--- src/rtl/systolic_w_seq.sv ---
// systolic_w_seq: weight-row load sequencer for a PE_ROW x PE_COL systolic array (optional drain via SYSTOLIC_W_DRAIN_EN)
module systolic_w_seq #(
  parameter int PE_ROW     = 8,
  parameter int PE_COL     = 8,
  parameter int BIT_ROW_ID = 3
) (
  input  logic                  CLK,
  input  logic                  RST,
  input  logic                  i_Start,
  input  logic                  i_Abort,
  input  logic [BIT_ROW_ID:0]   i_Row_Cnt,
  input  logic [PE_COL-1:0]     i_Col_Mask,
  input  logic                  i_W_Valid,
  output logic                  o_W_Ready,
  output logic [BIT_ROW_ID-1:0] o_Systolic_En_ID,
  output logic [PE_COL-1:0]     o_Systolic_En_W,
  output logic                  o_Busy,
  output logic                  o_Done,
  output logic                  o_Err
);
`ifdef SYSTOLIC_W_DRAIN_EN
  typedef enum logic [1:0] {IDLE, LOAD, DRAIN, DONE} state_t;
  localparam int DW = $clog2(PE_COL + 1);
  logic [DW-1:0] drain_q, drain_d;
`else
  typedef enum logic [1:0] {IDLE, LOAD, DONE} state_t;
`endif
  state_t                state_q, state_d;
  logic [BIT_ROW_ID:0]   cnt_q, cnt_d;
  logic [PE_COL-1:0]     mask_q, mask_d;
  logic [BIT_ROW_ID-1:0] row_q, row_d;
  logic [BIT_ROW_ID-1:0] en_id_q, en_id_d;
  logic [PE_COL-1:0]     en_w_q, en_w_d;
  logic                  ready_q, ready_d, busy_q, busy_d, done_q, done_d, err_q, err_d;
  logic                  hs, start_ok, last_row;
  assign hs       = i_W_Valid & ready_q;
  assign start_ok = (i_Row_Cnt != '0) && (i_Row_Cnt <= (BIT_ROW_ID+1)'(PE_ROW)) && (i_Col_Mask != '0);
  assign last_row = {1'b0, row_q} == cnt_q - 1'b1;
  // next-state: latches load parameters, walks rows on handshakes, abort wins over a same-cycle handshake
  always_comb begin
    state_d = state_q;
    cnt_d   = cnt_q;
    mask_d  = mask_q;
    row_d   = row_q;
    en_id_d = en_id_q;
    en_w_d  = '0;
    err_d   = 1'b0;
`ifdef SYSTOLIC_W_DRAIN_EN
    drain_d = drain_q;
`endif
    case (state_q)
      IDLE: if (i_Start) begin
        if (start_ok) begin
          state_d = LOAD;
          cnt_d   = i_Row_Cnt;
          mask_d  = i_Col_Mask;
          row_d   = '0;
        end else err_d = 1'b1;
      end
      LOAD: if (i_Abort) begin
        state_d = IDLE;
        cnt_d   = '0;
        mask_d  = '0;
        row_d   = '0;
      end else if (hs) begin
        en_id_d = row_q;
        en_w_d  = mask_q;
        if (last_row) begin
`ifdef SYSTOLIC_W_DRAIN_EN
          state_d = DRAIN;
          drain_d = '0;
`else
          state_d = DONE;
`endif
        end else row_d = row_q + 1'b1;
      end
`ifdef SYSTOLIC_W_DRAIN_EN
      DRAIN: if (i_Abort) begin
        state_d = IDLE;
        cnt_d   = '0;
        mask_d  = '0;
        row_d   = '0;
      end else if (drain_q == DW'(PE_COL - 1)) state_d = DONE;
      else drain_d = drain_q + 1'b1;
`endif
      default: begin
        state_d = IDLE;
        cnt_d   = '0;
        mask_d  = '0;
        row_d   = '0;
      end
    endcase
    ready_d = state_d == LOAD;
    busy_d  = state_d != IDLE;
    done_d  = state_d == DONE;
  end
  // state and registered outputs, synchronous active-low reset
  always_ff @(posedge CLK) begin
    if (!RST) begin
      state_q <= IDLE;
      cnt_q   <= '0;
      mask_q  <= '0;
      row_q   <= '0;
      en_id_q <= '0;
      en_w_q  <= '0;
      ready_q <= 1'b0;
      busy_q  <= 1'b0;
      done_q  <= 1'b0;
      err_q   <= 1'b0;
`ifdef SYSTOLIC_W_DRAIN_EN
      drain_q <= '0;
`endif
    end else begin
      state_q <= state_d;
      cnt_q   <= cnt_d;
      mask_q  <= mask_d;
      row_q   <= row_d;
      en_id_q <= en_id_d;
      en_w_q  <= en_w_d;
      ready_q <= ready_d;
      busy_q  <= busy_d;
      done_q  <= done_d;
      err_q   <= err_d;
`ifdef SYSTOLIC_W_DRAIN_EN
      drain_q <= drain_d;
`endif
    end
  end
  assign o_W_Ready        = ready_q;
  assign o_Systolic_En_ID = en_id_q;
  assign o_Systolic_En_W  = en_w_q;
  assign o_Busy           = busy_q;
  assign o_Done           = done_q;
  assign o_Err            = err_q;
endmodule

--- config.mk ---
export PLATFORM = sky130hd
export DESIGN_NAME = systolic_w_seq
export DESIGN_NICKNAME = d
export VERILOG_FILES = /design/src/rtl/systolic_w_seq.sv
export SDC_FILE = /design/constraint.sdc
export NUM_CORES = 1
export LEC_CHECK = 0
export CAP_MARGIN = 20
export CORE_ASPECT_RATIO = 0.7
export CORE_MARGIN = 1.5
export CORE_UTILIZATION = 40
export CTS_CLUSTER_DIAMETER = 60
export DETAILED_ROUTE_END_ITERATION = 8
export PLACE_DENSITY = 0.71
export SYNTH_ARGS = -nofsm -noshare
export SYNTH_HDL_FRONTEND = slang
export SYNTH_SLANG_ARGS = --single-unit
export TNS_END_PERCENT = 50
--- constraint.sdc ---
create_clock -name CLK -period 1.8 [get_ports CLK]
set_clock_uncertainty 0.2 [all_clocks]
set_input_delay 0.36 -clock CLK [delete_from_list [all_inputs] [get_ports CLK]]
set_output_delay 0.36 -clock CLK [all_outputs]
set_load 0.01 [all_outputs]
==> results of run 1 <==
## cell type report
type | instances | area [sq um]
fill | 225 | 966
timing repair buffer | 53 | 492
sequential | 32 | 644
clock buffer | 7 | 86.3
clock inverter | 1 | 7.51
tap | 36 | 45.0
inverter | 2 | 7.51
multi-input combinational | 73 | 594
## worst paths after layout
kind	from	endpoint	slack, ns
max	cnt_q[0]	row_q[0]	0.004
min	i_Row_Cnt[2]	cnt_q[2]	0.14
max reg2reg	cnt_q[0]	row_q[0]	0.004
min reg2reg	mask_q[2]	mask_q[2]	0.27
## kinds of logic after synthesis
group / Yosys count / synth area share
AO/OA/AOI/OAI: 28 / 0.190
XOR/XNOR: 5 / 0.0362
adder cells (fa/ha/maj): 2 / 0.0207
buffers and inverters: 7 / 0.0300
flip-flops: 32 / 0.529
multiplexers: 4 / 0.0341
AND/OR/NAND/NOR: 34 / 0.160
## through the flow
stage / cell area, sq um / cells / hold slack, ns / power [mW] / utilization
3_5_place_dp: 1700 / 192 / 0.257 / 0.920 / 0.596
4_1_cts: 1860 / 204 / 0.127 / 1.51 / 0.655
3_3_place_gp: 1700 / 192 / 0.259 / 0.915 / 0.596
2_1_floorplan: 1220 / 112 / 0.234 / 0.825 / -
5_1_grt: 1880 / 204 / 0.132 / 1.55 / 0.660
6_report: 1880 / 204 / 0.136 / 1.50 / 0.660
## cell usage in the layout, fill, tap and decap left out, drive strengths merged, types with 3 or more instances in the layout
cell type / count
a21boi: 5
clkbuf: 7
a22o: 12
and3: 8
a31oi: 3
mux2i: 3
nand2: 5
nor2: 5
buf: 25
nor4: 3
nor2b: 4
clkdlybuf4s50: 18
dlygate4sd2: 9
dfxtp: 32
xor2: 3
## repair_timing
action	in CTS	in global routing
gates cloned	1	0
pin swaps	8	3
gates resized for setup	35	3
setup buffers	3	0
endpoints found under the setup margin	22	9
## sequential cells by signal, summed over array words and instances (netlist names)
register,cells
mask_q,8
o_Systolic_En_W,8
o_Err,1
o_Busy,1
o_Done,1
cnt_q,4
row_q,3
state_q,2
o_Systolic_En_ID,3
o_W_Ready,1
## critical path, delay by kind of cell, from the launching register on
kind                     cells  cell delay (ns)
adder cells (fa/ha/maj)      1             0.16
flip-flops                   1             0.35
AO/OA/AOI/OAI                1             0.23
buffers and inverters        2             0.21
AND/OR/NAND/NOR              2             0.27
XOR/XNOR                     2             0.27
## power by group
group / switching [mW] / total (mW) / internal, mW
logic: 0.0766 / 0.187 / 0.110
clock network: 0.257 / 0.567 / 0.310
registers: 0.0137 / 0.743 / 0.729
## per-layer routing
| metal | track usage | vias up |
|---|---|---|
| li1 | - | 520 |
| met4 | 0.114 | 0 |
| met1 | 0.284 | 498 |
| met5 | 0 | - |
| met3 | 0.0508 | 8 |
| met2 | 0.269 | 50 |
==> summary.txt, run 1 <==
Outcome
  – Status: completed

Synth
  – Post-synth EDFFs: 0
  – Yosys top cell by area: dfxtp_1
  – Syn avg cell area: 10.8 sq um
  – Seq/Total Area, Yosys: 0.529
  – Post-synthesis cell area: 0.00121 sq mm
  – Synth top area cells: dfxtp_1 (53%), a22o_1 (8.7%), and3_1 (4.1%), mux2i_1 (2.5%), xor2_1 (2.2%)
  – Synth top area share: 0.529
  – Net count after synthesis: 131
  – Yosys cell types: 35
  – Post-synth ARST share: 0
  – Syn Inst Count: 112
  – Ys flop type: dfxtp_1
  – Synth warnings: 0
  – Post-synth top cells: dfxtp_1 (32), a22o_1 (12), and3_1 (8), nand2_1 (5)
  – Most common cell in the netlist: dfxtp_1
  – Number of synthesized register bits: 32

Detailed routing
  – DR WL/cell: 14.3 um
  – Metal-1 WL: 1.38 mm
  – Routed Antenna Nets: 0
  – Vias/cell: 5.27
  – Metal2 WL: 1.25 mm
  – Final wirelength: 2.91 mm
  – Met3 WL post-DR: 204 um
  – Iter 0 DRT Violations: 52
  – Max layer used: met4
  – Via Count: 1076
  – Residual DRC: 0
  – Initial DRT Pass Iterations: 4

Place
  – IO buf count: 31
  – Post-Place Worst Slack: -0.805 ns
  – Post-DP HPWL: 2.01 mm
  – Routability cong.: 0.843

Setup path
  – CP max FO: 7
  – Worst EP arrival: 1.77 ns
  – Reg2reg path depth: 8
  – CP max-delay cell: dfxtp_2
  – CP peak stage delay: 0.35 ns
  – Cell Chain, Critical Path: inv_2 > ha_4 > xor2_2 > xnor2_1 > nand4_1 > buf_6 > nor4b_2 > o31a_1
  – Crit path capture type: flip-flop
  – Crit path required time: 1.78 ns
  – Crit path launch type: flip-flop
  – Critical path type: flip-flop to flip-flop

CTS
  – TritonCTS clock tree: built
  – Num CTS Buffers: 5
  – CTS HTree Levels: 2
  – Clk Latency, worst-skew pair: 0.29 ns
  – Hold Buf Count CTS: 0
  – CTS Sinks: 32
  – Reg clk slew, reported paths: 0.07 ns
  – Root Buffer: clkbuf_8
  – Longest Clk Path Bufs: 2

STA
  – Final setup viols: 0
  – Final Max Slew Viols: 0
  – Tmin final: 1.80 ns
  – Post-Route Setup TNS: 0 ns
  – RSZ-0062 raised after global routing: yes
  – F_max: 557 MHz
  – Measured slew at the worst slew-check pin: 0.302 ns
  – Final WS setup: 0.00388 ns
  – Period utilization: 0.998
  – Headroom to the max-slew limit: 0.797
  – Fin. Hold Viols: 0

Global route
  – Total Routing Usage GR: 0.200
  – Antenna violations before repair: 0
  – Vias in the first global route: 1002
  – Grt ovf: 0
  – Largest net degree at the start of global routing: 20
  – First-pass GRT wire length: 4.85 mm

Floorplanning
  – Die Width: 68.8 um
  – Die H: 49.0 um
  – Die area: 0.00337 sq mm
  – Core area: 0.00284 sq mm
  – # IOs: 32
  – Row count: 16
  – Initial core utilization: 0.426

Final layout
  – Synth-to-Final Area Change: 55.0%
  – # diodes: 0
  – Layout cells sized above 1: 0.292
  – Net count, final: 186

Power and ir drop
  – PwrDens: 797 mW/mm^2
  – LEAKAGE: 0.774 nW
  – Maximum VDD drop: 532 uV

Run
  – Max Cap Viol: 0

Min path
  – Worst min path class: primary input to flip-flop
  – Hold depth: 2
(Power assumes the default switching activity.)
==> run 2: changes to the inputs <==
ABC_AREA = 1   (was default)
PLACE_DENSITY = 0.68   (was 0.71)
SLEW_MARGIN = 15   (was default)
==> run 2 against run 1 <==
Core utilization fell by 2.6 points; sequential share of layout area fell by 3.2 points; maximum frequency rose by 3.8%; first-iteration DRC count rose by 21%; sequential power fell by 0.9%; die area rose by 16%; register-to-register slack improved by 0.07 ns; flip-flop and latch count did not move; critical path type unchanged; critical endpoint unchanged.
==> summary.txt, run 2 <==
Outcome
  – Status: completed (unchanged)

STA
  – Period utilization: 0.961 (was 0.998)
  – Tmin final: 1.73 ns (was 1.80 ns)
  – Measured slew at the worst slew-check pin: 0.313 ns (was 0.302 ns)
  – Post-Route Setup TNS: 0 ns (unchanged)
  – Fin. Hold Viols: 0 (unchanged)
  – Final Max Slew Viols: 0 (unchanged)
  – Final setup viols: 0 (unchanged)
  – F_max: 578 MHz (was 557 MHz)
  – RSZ-0062 raised after global routing: yes (unchanged)
  – Headroom to the max-slew limit: 0.791 (was 0.797)

CTS
  – Clk Latency, worst-skew pair: 0.29 ns (about the same)
  – TritonCTS clock tree: built (unchanged)
  – Longest Clk Path Bufs: 2 (unchanged)
  – Num CTS Buffers: 5 (unchanged)
  – Root Buffer: clkbuf_8 (unchanged)
  – CTS Sinks: 32 (unchanged)
  – Reg clk slew, reported paths: 0.07 ns (about the same)
  – Hold Buf Count CTS: 0 (unchanged)
  – CTS HTree Levels: 2 (unchanged)

Global route
  – Met3 Track Usage GR: 0.0596 (was 0.0508)
  – GR peak layer: met2 (was met1)
  – Total Routing Usage GR: 0.181 (was 0.200)
  – Antenna violations before repair: 0 (unchanged)
  – Grt ovf: 0 (unchanged)
  – Met1 Use GR: 0.245 (was 0.284)
  – Largest net degree at the start of global routing: 13 (was 20)
  – GR met2 Demand/Resource: 0.257 (was 0.269)
  – Vias in the first global route: 1124 (was 1002)
  – First-pass GRT wire length: 5.02 mm (was 4.85 mm)

Setup path
  – Worst R2R Start: cnt_q[0] (unchanged)
  – Crit path capture type: flip-flop (unchanged)
  – Reg2reg path depth: 11 (was 8)
  – CP max FO: 4 (was 7)
  – Crit path required time: 1.78 ns (about the same)
  – Reg2reg end: row_q[0] (unchanged)
  – Critical path type: flip-flop to flip-flop (unchanged)
  – Reg2reg setup slack: 0.07 ns (was 0.004 ns)
  – Crit path launch type: flip-flop (unchanged)
  – Worst EP arrival: 1.71 ns (was 1.77 ns)

Detailed routing
  – Initial DRT Pass Iterations: 5 (was 4)
  – Iter 0 DRT Violations: 63 (was 52)
  – Final wirelength: 3.26 mm (was 2.91 mm)
  – DR WL/cell: 11.1 um (was 14.3 um)
  – Vias/cell: 4.50 (was 5.27)
  – Routed Antenna Nets: 0 (unchanged)
  – Residual DRC: 0 (unchanged)
  – Via Count: 1322 (was 1076)

Synth
  – Ys flop type: dfxtp_1 (unchanged)
  – Synth top area cells: dfxtp_1 (45%), nand2_1 (12%), inv_1 (8.3%), o21ai_2 (6.2%), nor2_1 (4.8%) (was dfxtp_1 (53%), a22o_1 (8.7%), and3_1 (4.1%), mux2i_1 (2.5%), xor2_1 (2.2%))
  – Synth warnings: 0 (unchanged)
  – Most common cell in the netlist: nand2_1 (was dfxtp_1)
  – Yosys cell types: 21 (was 35)
  – Syn Inst Count: 187 (was 112)
  – Net count after synthesis: 206 (was 131)
  – Syn avg cell area: 7.54 sq um (was 10.8 sq um)
  – Post-synth EDFFs: 0 (unchanged)
  – Seq/Total Area, Yosys: 0.454 (was 0.529)
  – Yosys top cell by area: dfxtp_1 (unchanged)
  – Post-synthesis cell area: 0.00141 sq mm (was 0.00121 sq mm)
  – Number of synthesized register bits: 32 (unchanged)
  – Post-synth ARST share: 0 (unchanged)
  – Post-synth top cells: nand2_1 (44), dfxtp_1 (32), inv_1 (31), nor2_1 (18), nand3_1 (11) (was dfxtp_1 (32), a22o_1 (12), and3_1 (8), nand2_1 (5))
  – Synth top area share: 0.454 (was 0.529)

Min path
  – HP Start: i_Col_Mask[3] (was i_Row_Cnt[2])
  – Hold depth: 3 (was 2)
  – Worst min path class: primary input to flip-flop (unchanged)
  – Hold Crit Endpoint: mask_q[3] (was cnt_q[2])

Place
  – Area after DPL: 0.00191 sq mm (was 0.00170 sq mm)
  – Placed insts: 283 (was 192)
  – Post-DP HPWL: 2.41 mm (was 2.01 mm)
  – IO buf count: 31 (unchanged)
  – Routability cong.: 0.865 (was 0.843)

Run
  – Max Cap Viol: 0 (unchanged)

Floorplanning
  – Die H: 52.7 um (was 49.0 um)
  – Core area: 0.00325 sq mm (was 0.00284 sq mm)
  – Die area: 0.00390 sq mm (was 0.00337 sq mm)
  – Row count: 17 (was 16)
  – Initial core utilization: 0.433 (was 0.426)
  – Die Width: 74.0 um (was 68.8 um)
  – # IOs: 32 (unchanged)

Final layout
  – Final core utilization: 0.634 (was 0.660)
  – Final instance area: 0.00206 sq mm (was 0.00188 sq mm)
  – Synth-to-Final Area Change: 46.4% (was 55.0%)
  – Most common library cell in the layout ignoring fill and taps: nand2_1 (was dfxtp_1)
  – Layout cells sized above 1: 0.263 (was 0.292)
  – Commonest non-fill, non-tap cells in the layout: nand2_1 (42), dfxtp_1 (30), inv_1 (29), clkdlybuf4s50_1 (29), buf_4 (21) (was dfxtp_1 (29), clkdlybuf4s50_1 (18), buf_4 (18))
  – Finished Layout Cells: 294 (was 204)
  – Net count, final: 265 (was 186)
  – # diodes: 0 (unchanged)

Power and ir drop
  – LEAKAGE: 0.905 nW (was 0.774 nW)
  – Maximum VDD drop: 613 uV (was 532 uV)
  – PwrDens: 746 mW/mm^2 (was 797 mW/mm^2)
run 2: metal layers:
| layer | wire (um) | up-vias |
|---|---|---|
| met5 | 0 | - |
| met4 | 44 | 0 |
| met3 | 211 | 6 |
| met2 | 1370 | 32 |
| met1 | 1630 | 587 |
| li1 | - | 697 |
run 2: how the worst max path moves through the flow:
stage                 to  depth (start not counted)         start
6_report        row_q[0]                         11      cnt_q[0]
5_1_grt         row_q[0]                         11      cnt_q[0]
4_1_cts         row_q[2]                          8      cnt_q[0]
3_5_place_dp   mask_q[4]                         10  i_Row_Cnt[1]
3_3_place_gp    cnt_q[1]                         10  i_Row_Cnt[1]
2_1_floorplan  o_W_Ready                          7      cnt_q[0]
run 2: critical path, cell delays in order, from the launching register on:
cell	delay [ns]
dfxtp_2	0.34
inv_2	0.05
ha_4	0.23
xnor2_1	0.11
nor2_1	0.18
nand3_2	0.17
nand2_2	0.11
nor2_2	0.04
nand2_1	0.06
nand2_1	0.05
nand2_1	0.07
nor2_2	0.03
run 2: where the power goes:
part	switching (mW)	internal (mW)	total (mW)
combinational	0.117	0.111	0.227
clock	0.266	0.310	0.576
sequential	0.00793	0.728	0.736
run 2: repair_timing:
item	4_1_cts	5_1_grt
pin swaps	1	6
setup endpoints to repair	2	17
gates resized for setup	1	13
gates cloned	0	1
buffers inserted	0	2
run 2: cell type report:
cell class              instances  area (sq um)
flip-flops and latches         32           643
fillers                       301          1190
clock inverters                 1          7.51
well taps                      47          58.8
inverters                      35           131
repair buffers                 53           484
clock buffers                   7          86.3
multi-input cells             119           653
run 2: logic make-up (layout without fill, tap and decap cells):
family	after synthesis	after routing	share of synthesized area
AO/OA/AOI/OAI	23	23	0.108
XOR/XNOR	2	2	0.0124
adder cells (fa/ha/maj)	2	2	0.0177
buffers and inverters	37	96	0.106
flip-flops	32	32	0.454
AND/OR/NAND/NOR	91	92	0.301
run 2: stage by stage:
stage	hold WS [ns]	setup slack (ns)	total power [mW]
after floorplan	0.210	0.112	0.861
after global routing	0.184	-0.0360	1.61
after detailed placement	0.234	-0.225	0.966
after global placement	0.219	-0.205	0.962
after CTS	0.247	0.0113	1.54
final	0.179	0.0696	1.54
